$ cat src/rtl/loader_pkg.sv
// ---------------------------------------------------------------------------
// loader_pkg
//   Shared definitions for the boot-time instruction loader.
//   - state_t    : loader protocol phase
//   - HDR_BYTES  : length header size in bytes (little-endian word count)
//   - INST_BYTES : bytes per 64-bit dual-issue instruction word
// ---------------------------------------------------------------------------
package loader_pkg;

   typedef enum logic [2:0] {
      HDR,
      BODY,
      CSUM,
      DONE,
      ERR
   } state_t;

   localparam int unsigned HDR_BYTES  = 4;
   localparam int unsigned INST_BYTES = 8;

endpackage

$ cat src/rtl/word_assembler.sv
// ---------------------------------------------------------------------------
// word_assembler
//   Packs a byte stream into 64-bit words, big-endian: the first byte of a
//   word ends up in word[63:56]. A registered one-cycle word_valid pulse
//   follows the cycle in which the eighth byte was taken.
//
//   clk, rstn   : clock, synchronous active-low reset
//   byte_valid  : byte_data is consumed this cycle
//   byte_data   : incoming byte
//   last_byte   : the next consumed byte completes a word
//   word_valid  : one-cycle pulse, word holds a freshly completed value
//   word        : last completed word (held until the next completion)
// ---------------------------------------------------------------------------
module word_assembler
   import loader_pkg::*;
(
   input  logic        clk,
   input  logic        rstn,
   input  logic        byte_valid,
   input  logic [7:0]  byte_data,
   output logic        last_byte,
   output logic        word_valid,
   output logic [63:0] word
);

   logic [2:0]  byte_cnt;
   // Only the first seven bytes of a word need holding; the eighth is
   // concatenated straight from the input when the word is published.
   logic [55:0] shift_reg;

   assign last_byte = (byte_cnt == 3'(INST_BYTES - 1));

   always_ff @(posedge clk) begin
      if (!rstn) begin
         byte_cnt   <= '0;
         shift_reg  <= '0;
         word_valid <= 1'b0;
         word       <= '0;
      end else begin
         word_valid <= 1'b0;
         if (byte_valid) begin
            shift_reg <= {shift_reg[47:0], byte_data};
            if (last_byte) begin
               word       <= {shift_reg, byte_data};
               word_valid <= 1'b1;
               byte_cnt   <= '0;
            end else begin
               byte_cnt <= byte_cnt + 3'd1;
            end
         end
      end
   end

endmodule

$ cat src/rtl/inst_loader.sv
// ---------------------------------------------------------------------------
// inst_loader
//   Boot-time program loader. Takes a byte stream from the UART receiver,
//   parses a 4-byte little-endian word count N, writes N big-endian 64-bit
//   instruction words into instruction memory and checks a trailing XOR
//   checksum. The core is held in reset until the program is loaded.
//
//   clk, rstn  : clock, synchronous active-low reset
//   rx_data    : received byte
//   rx_valid   : rx_data valid
//   rx_ready   : byte accepted when rx_valid && rx_ready at posedge clk
//   imem_addr  : instruction memory word address
//   imem_din   : instruction word (63:32 upper slot, 31:0 lower slot)
//   imem_we    : one-cycle write strobe
//   word_count : words written so far
//   load_done  : program loaded with good checksum (sticky)
//   load_error : oversize length or bad checksum (sticky)
//   cpu_rstn   : active-low core reset, released once load_done is set
// ---------------------------------------------------------------------------
module inst_loader
   import loader_pkg::*;
#(
   parameter int unsigned ADDR_W = 10
) (
   input  logic              clk,
   input  logic              rstn,
   input  logic [7:0]        rx_data,
   input  logic              rx_valid,
   output logic              rx_ready,
   output logic [ADDR_W-1:0] imem_addr,
   output logic [63:0]       imem_din,
   output logic              imem_we,
   output logic [ADDR_W:0]   word_count,
   output logic              load_done,
   output logic              load_error,
   output logic              cpu_rstn
);

   localparam logic [32:0] DEPTH = 33'(1) << ADDR_W;

   state_t          state;
   logic [23:0]     hdr_sh;
   logic [1:0]      hdr_cnt;
   logic [7:0]      csum;
   logic [ADDR_W:0] n_words;

   logic            accept;
   logic [31:0]     n_full;
   logic            asm_last;
   logic            asm_valid;
   logic [63:0]     asm_word;

   assign accept = rx_valid && rx_ready;

   // Header arrives LSB first; the fourth byte is the MSB.
   assign n_full = {rx_data, hdr_sh};

   word_assembler u_asm (
      .clk        (clk),
      .rstn       (rstn),
      .byte_valid (accept && (state == BODY)),
      .byte_data  (rx_data),
      .last_byte  (asm_last),
      .word_valid (asm_valid),
      .word       (asm_word)
   );

   // The assembler's pulse and word are already registered and land in the
   // cycle after the eighth byte, which is exactly the write cycle.
   assign imem_we  = asm_valid;
   assign imem_din = asm_word;

   always_ff @(posedge clk) begin
      if (!rstn) begin
         state      <= HDR;
         hdr_sh     <= '0;
         hdr_cnt    <= '0;
         csum       <= '0;
         n_words    <= '0;
         imem_addr  <= '0;
         word_count <= '0;
         load_done  <= 1'b0;
         load_error <= 1'b0;
         cpu_rstn   <= 1'b0;
         rx_ready   <= 1'b0;
      end else begin
         unique case (state)
            HDR: begin
               rx_ready <= 1'b1;
               if (accept) begin
                  csum    <= csum ^ rx_data;
                  hdr_sh  <= {rx_data, hdr_sh[23:8]};
                  hdr_cnt <= hdr_cnt + 2'd1;
                  if (hdr_cnt == 2'(HDR_BYTES - 1)) begin
                     if ({1'b0, n_full} > DEPTH) begin
                        state      <= ERR;
                        rx_ready   <= 1'b0;
                        load_error <= 1'b1;
                     end else if (n_full == '0) begin
                        state <= CSUM;
                     end else begin
                        state   <= BODY;
                        n_words <= n_full[ADDR_W:0];
                     end
                  end
               end
            end

            BODY: begin
               if (accept) begin
                  csum <= csum ^ rx_data;
                  if (asm_last) begin
                     // Address and count move together with the assembler's
                     // pulse so all three appear in the write cycle.
                     imem_addr  <= word_count[ADDR_W-1:0];
                     word_count <= word_count + (ADDR_W + 1)'(1);
                     if (word_count + (ADDR_W + 1)'(1) == n_words) begin
                        state <= CSUM;
                     end
                  end
               end
            end

            CSUM: begin
               if (accept) begin
                  rx_ready <= 1'b0;
                  if (rx_data == csum) begin
                     state     <= DONE;
                     load_done <= 1'b1;
                     cpu_rstn  <= 1'b1;
                  end else begin
                     state      <= ERR;
                     load_error <= 1'b1;
                  end
               end
            end

            DONE: rx_ready <= 1'b0;

            ERR: rx_ready <= 1'b0;

            default: begin
               state      <= ERR;
               rx_ready   <= 1'b0;
               load_error <= 1'b1;
            end
         endcase
      end
   end

endmodule

$ cat config.mk
export PLATFORM = sky130hd
export DESIGN_NAME = inst_loader
export DESIGN_NICKNAME = d
export VERILOG_FILES = /design/src/rtl/loader_pkg.sv /design/src/rtl/word_assembler.sv /design/src/rtl/inst_loader.sv
export SDC_FILE = /design/constraint.sdc
export NUM_CORES = 1
export LEC_CHECK = 0
export CAP_MARGIN = 0
export CORE_MARGIN = 2
export CORE_UTILIZATION = 50
export DETAILED_ROUTE_END_ITERATION = 12
export MAX_ROUTING_LAYER = met4
export PLACE_DENSITY = 0.73
export SKIP_CTS_REPAIR_TIMING = 1
export SYNTH_ARGS = -nofsm -noshare
export SYNTH_HDL_FRONTEND = slang
export SYNTH_HIERARCHICAL = 1
export SYNTH_SLANG_ARGS = --single-unit
$ cat constraint.sdc
create_clock -name clk -period 2.6 [get_ports clk]
set_clock_uncertainty 0.1 [all_clocks]
set_input_delay 0.26 -clock clk [delete_from_list [all_inputs] [get_ports clk]]
set_output_delay 0.26 -clock clk [all_outputs]
set_load 0.02 [all_outputs]
### After elaboration in Yosys (flattened, before gate mapping)

Index checks and enable logic that the tools add are counted.

| operators by class | value |
|---|---|
| add/subtract/negate cells | 3 |
| order comparisons | 1 |
| equal/unequal tests | 16 |
| muxes and demuxes | 23 |
| bitwise logic cells | 6 |
| reductions and logical operators | 17 |

Operators by type and width:

| cell | count |
|---|---|
| $gt A32 B11 Y1 const B | 1 |
| $logic_not A32 Y1 | 1 |
| $mux W3 | 9 |
| $ne A2 B2 Y1 const B | 7 |
| $pmux W3 S4 | 1 |
| $add A11 B1 Y11 const B | 1 |
| $eq A11 B11 Y1 | 1 |
| $mux W1 | 10 |
| $reduce_and A2 Y1 | 5 |
| $eq A8 B8 Y1 | 1 |
| $xor A8 B8 Y8 | 1 |
| $reduce_and A7 Y1 | 1 |
| $eq A3 B2 Y1 const B | 2 |
| $eq A3 B3 Y1 const B | 2 |
| $pmux W1 S3 | 2 |
| $reduce_and A3 Y1 | 2 |
| $reduce_and A6 Y1 | 1 |
| $not A1 Y1 | 5 |
| $reduce_and A5 Y1 | 1 |
| $reduce_or A2 Y1 | 2 |
| $add A3 B1 Y3 const B | 1 |
| $eq A3 B1 Y1 const B | 1 |
| $logic_not A3 Y1 | 1 |
| $reduce_or A3 Y1 | 1 |
| other kinds (5) | 6 |

| word-level totals | value |
|---|---|
| register bits after elaboration | 196 |
| bits of input ports | 11 |
| output and inout bits | 90 |

### Logic depth before layout (Yosys ltp)

| depth | value |
|---|---|
| depth after elaboration | 6 |
| gate-level depth with buffers | 8 |

### Cells and area by module

The synthesis kept the hierarchy.

Modules (own cells, without submodules):

| module | instances | cells an instance | area each (um^2) | sequential area each (um^2) |
|---|---|---|---|---|
| word_assembler | 1 | 489 | 4,994.8 | 2,482.4 |
| inst_loader | 1 | 394 | 3,422.0 | 1,441.4 |

### Worst setup path after synthesis

Ideal clock, no wire load.

| path | value |
|---|---|
| path type | flip-flop to flip-flop |
| start | reg word_count[0] |
| end | reg state[0] |
| setup time | 0.119 ns |
| arrival time | 1.838 ns |
| required time | 2.381 ns |
| setup slack | 0.543 ns |
| stages on the path, launching flop included | 8 |
| buffers on the path | 0 |
| path through | dfxtp_1 ha_1 nand2b_1 o211a_1 o32a_1 nor3_1 a41oi_1 o221a_2 |

| between the ends | value |
|---|---|
| cells in the longest elaborated chain, start to end | 4 |

RTL lines:

| element | line | RTL |
|---|---|---|
| start: declaration | inst_loader.sv:33 | `output logic [ADDR_W:0] word_count,` |
| start signal: assignment | inst_loader.sv:116 | `word_count <= word_count + (ADDR_W + 1)'(1);` |
| $add A11 B1 Y11 | inst_loader.sv:117 | `if (word_count + (ADDR_W + 1)'(1) == n_words) begin` |
| $eq A11 B11 Y1 | inst_loader.sv:117 |  |
| $ne A2 B1 Y1 (no source line) | n/a |  |
| $reduce_and A7 Y1 (no source line) | n/a |  |
| end signal: assignment | inst_loader.sv:118 | `state <= CSUM;` |
| end signal: assignment | inst_loader.sv:128 | `state <= DONE;` |
| end signal: assignment | inst_loader.sv:132 | `state <= ERR;` |
| end: declaration | inst_loader.sv:41 | `state_t state;` |

Every way passes these cells.
A chain may end at the register's enable or synchronous reset.

### Final worst setup path

| path | value |
|---|---|
| start | reg state[0] |
| end | reg word_count[10] |

| between the ends | value |
|---|---|
| cells in the longest elaborated chain, start to end | 2 |

RTL lines:

| element | line | RTL |
|---|---|---|
| start signal: assignment | inst_loader.sv:75 | `state <= HDR;` |
| start signal: assignment | inst_loader.sv:96 | `state <= ERR;` |
| start signal: assignment | inst_loader.sv:100 | `state <= CSUM;` |
| $eq A3 B1 Y1 | inst_loader.sv:87 | `unique case (state)` |
| $reduce_and A3 Y1 (no source line) | n/a |  |

Every way passes these cells.

==> summary.md <==
| Metric | Value |
|---|---|
| CP cell instances | nor3b_4, and3_4, and2_4, nand2_4, or3_1, a21boi_1 |
| Crit path max fanout | 16 |
| Final period utilization | 85.07% |
| Commonest non-fill, non-tap cell in the layout | dfxtp_1 |
| Iter 0 DRT Violations | 353 |
| Warnings from Yosys | 6 |
| # rows | 47 |
| Post-Layout Cell Count | between 1,000 and 1,500 |
| Reg-to-reg critical path endpoint | word_count[10]$_SDFFE_PN0P_ |
| Clock transition at the registers of the reported paths | roughly 70 ps |
| Cells after DPL | roughly 1,200 |
| Syn Inst Count | between 800 and 900 |
| Cell taking the most area after synthesis | dfxtp_1 |
| HP Class | primary input to flop |
| Max reg flops | 64 |
| Global-route wire length before repair | approximately 30,000 um |
| CTS tree | yes |
| WP data required | between 2000 and 3000 ps |
| Worst Max-Slew Pin Slew | around 500 ps |
| Crit path largest cell delay | between 500 and 600 ps |
| Sequential fraction of the synthesis area | a little under half |
| Share of cells above drive strength 1 | 12.85% |
| Htree depth | 4 |
| DR DRC count | 0 |
| Clk root buf | clkbuf_16 |
| # diodes | 0 |
| Vias in the first global route | roughly 5,700 |
| Max Transition Viols Final | 0 |
| Synth Flop Type | dfxtp_1 |
| Tot Pwr | roughly 0.0061 W |
| Routed len/inst | roughly 15 um |
| Clock Path Buffers | 2 |
| Min cycle time layout | 2212 ps |
| TritonRoute pass-1 iters | 5 |
| Port Buf Inserts | 100 |
| Setup crit start kind | flop |
| Crit path buffers/inverters | 0 |
| RSZ-0062 raised after global routing | false |
| Sink Count | ~200 |
| Hold violation count in the final report | 0 |
| Seq cells post-synth | about 200 |
| P per Cell Area | 605.7 nW/um2 |
| Area of the mapped netlist | 8417 um2 |
| Synth Net Count | 899 |
| Initial Util | 50.94% |
| Die area | ~18,000 um2 |
| Area added between synthesis and finish | 20.20% |
| Register area | approximately 3900 um2 |
| HPWL after DPL | about 12,000 um |
| Max_cap viols | 0 |
| DR vias | about 6,300 |
| Num CTS Buffers | 17 |
| Clock latency on the worst-skew pair | about 430 ps |
| Arrival time at the worst endpoint | between 2000 and 2500 ps |
| Final WL | around 18,000 um |
| Hold Slack | 161.4 ps |
| P_leak | 3.515 nW |
| Crit path kind | flop to flop |
| Synth unique cells | a little under 50 |
| Status | completed |
| Crit path max-delay family | simple AND/OR/NAND/NOR gates |
| Commonest non-fill, non-tap cells in the layout | 196 x dfxtp_1, 160 x nand2_1, 99 x clkdlybuf4s50_1 |
| # fillers | around 1,400 |
| VDD IR-drop max | roughly 0.00053 V |
| CP endpoint | word_count[10]$_SDFFE_PN0P_ |
| Critical Path Start | state[0]$_SDFFE_PN0P_ |
| Fmax | ~0.45 GHz |
| Reg2reg start | state[0]$_SDFFE_PN0P_ |
| Crit-path slowest cell | dfxtp_1 |
| Via density | between 5 and 6 |
| Initial antenna violation count | 0 |
| Chip width | approximately 130 um |
| Slew margin rel. | between 60% and 70% |
| Worst Reg-to-Reg Cells | 6 |
| Setup_tns | 0 ps |
| R2r setup slk | 390 ps |
| Post-synth top area share | between 40% and 50% |
| GRT Total Usage | a little over a fifth |
| Synth Area per Inst | between 9 and 10 um2 |
| Final setup margin | between 300 and 400 ps |
| Largest net degree at the start of global routing | 91 |
| Post-synth EDFFs | 0 |
| Final setup viols | 0 |
| Core ar. | between 15,000 and 20,000 um2 |
| Ys async rst share | 0% |
| Nets@finish | roughly 970 |
| Detail Route Antenna Nets | 0 |
| Cell depth of the worst setup path | 6 |
| CP Capture Type | flop |
| Die extent in y | between 100 and 150 um |
| Gr ovfl total | 0 |
| Num ports | approximately 100 |
| GP Congestion | 0.8196 |
| Area of the multi-input gates | ~4000 um2 |
| DP Worst Slack | between 200 and 250 ps |
| Synth top area cells | dfxtp_1 47%, mux2i_1 8.2%, nand2_1 7.1% |
==> worst min path at each step <==
stage,startpoint,endpoint,slack (ps),cells past startpoint
after floorplan,rx_data[7],hdr_sh[23]$_SDFFE_PN0P_,300,2
after global placement,u_asm/word[61]$_SDFFE_PN0P_,u_asm/word[61]$_SDFFE_PN0P_,350,2
after CTS,rstn,u_asm/byte_cnt[0]$_SDFFE_PN0P_,160,2
final,rstn,cpu_rstn$_SDFFE_PN0P_,160,2
after global routing,rstn,cpu_rstn$_SDFFE_PN0P_,180,2
after detailed placement,u_asm/word[50]$_SDFFE_PN0P_,u_asm/word[50]$_SDFFE_PN0P_,350,2
==> per-layer routing <==
layer	up-vias	GRT usage (%)	part of all wire (%)
met1	2966	30.24	51
met4	0	6.147	1.0
met2	115	31.42	44
met5	-	-	0
li1	3191	-	-
met3	15	3.957	4.0
==> cell families (layout without fill, tap and decap cells) <==
family | count (synthesis) | in the layout | share of synthesized area [%]
DFF | 196 | 196 | 46.62
muxes | 69 | 69 | 8.206
buffers and inverters | 75 | 157 | 5.322
adders and majority gates | 5 | 5 | 0.7433
xor gates and xnor gates | 37 | 37 | 3.850
and+or+nand+nor | 374 | 374 | 23.09
AOI/OAI and AO/OA | 127 | 127 | 12.17
==> metrics by stage <==
| stage | area [um2] | util [%] |
|---|---|---|
| 3_3_place_gp | 9488 | 57.42 |
| 6_report | 10120 | 61.23 |
| 3_5_place_dp | 9488 | 57.42 |
| 2_1_floorplan | 8417 | - |
| 4_1_cts | 10120 | 61.23 |
| 5_1_grt | 10120 | 61.23 |
==> where the power goes <==
group	internal, W	switching [W]
combinational	0.000106	0.000151
sequential	0.00303	0.0000287
clock	0.00163	0.00118
==> layout make-up <==
class | instances | area share (%)
Clock inverter | 14 | 1.979
Inverter | 3 | 0.1113
Clock buffer | 18 | 4.242
Tap cell | 220 | 2.721
Timing Repair Buffer | 122 | 12.16
Sequential cell | 196 | 38.78
Multi-Input combinational cell | 612 | 40.01
==> cell usage after synthesis (2+ instances only) <==
master and instances:
nor4_1 8, nor2_1 9, clkbuf_1 18, a21oi_1 2, buf_4 12, o31ai_1 2, nor3_1 9, o21ai_0 7
buf_2 31, nand2b_1 4, ha_1 5, or3_1 4, nor2b_1 80, o21a_1 3, xnor2_1 15, o211a_1 2
dfxtp_1 196, xor2_1 22, nand2_1 160, mux2i_1 69, and2_1 8, buf_6 11, a21boi_1 2, nor3b_1 3
nand3_1 7, and2_4 2, a21boi_0 36, o32a_1 2, inv_1 3, o21ai_2 60, nand4_1 69, o211ai_1 2
and3_1 4
(Power assumes the default switching activity.)
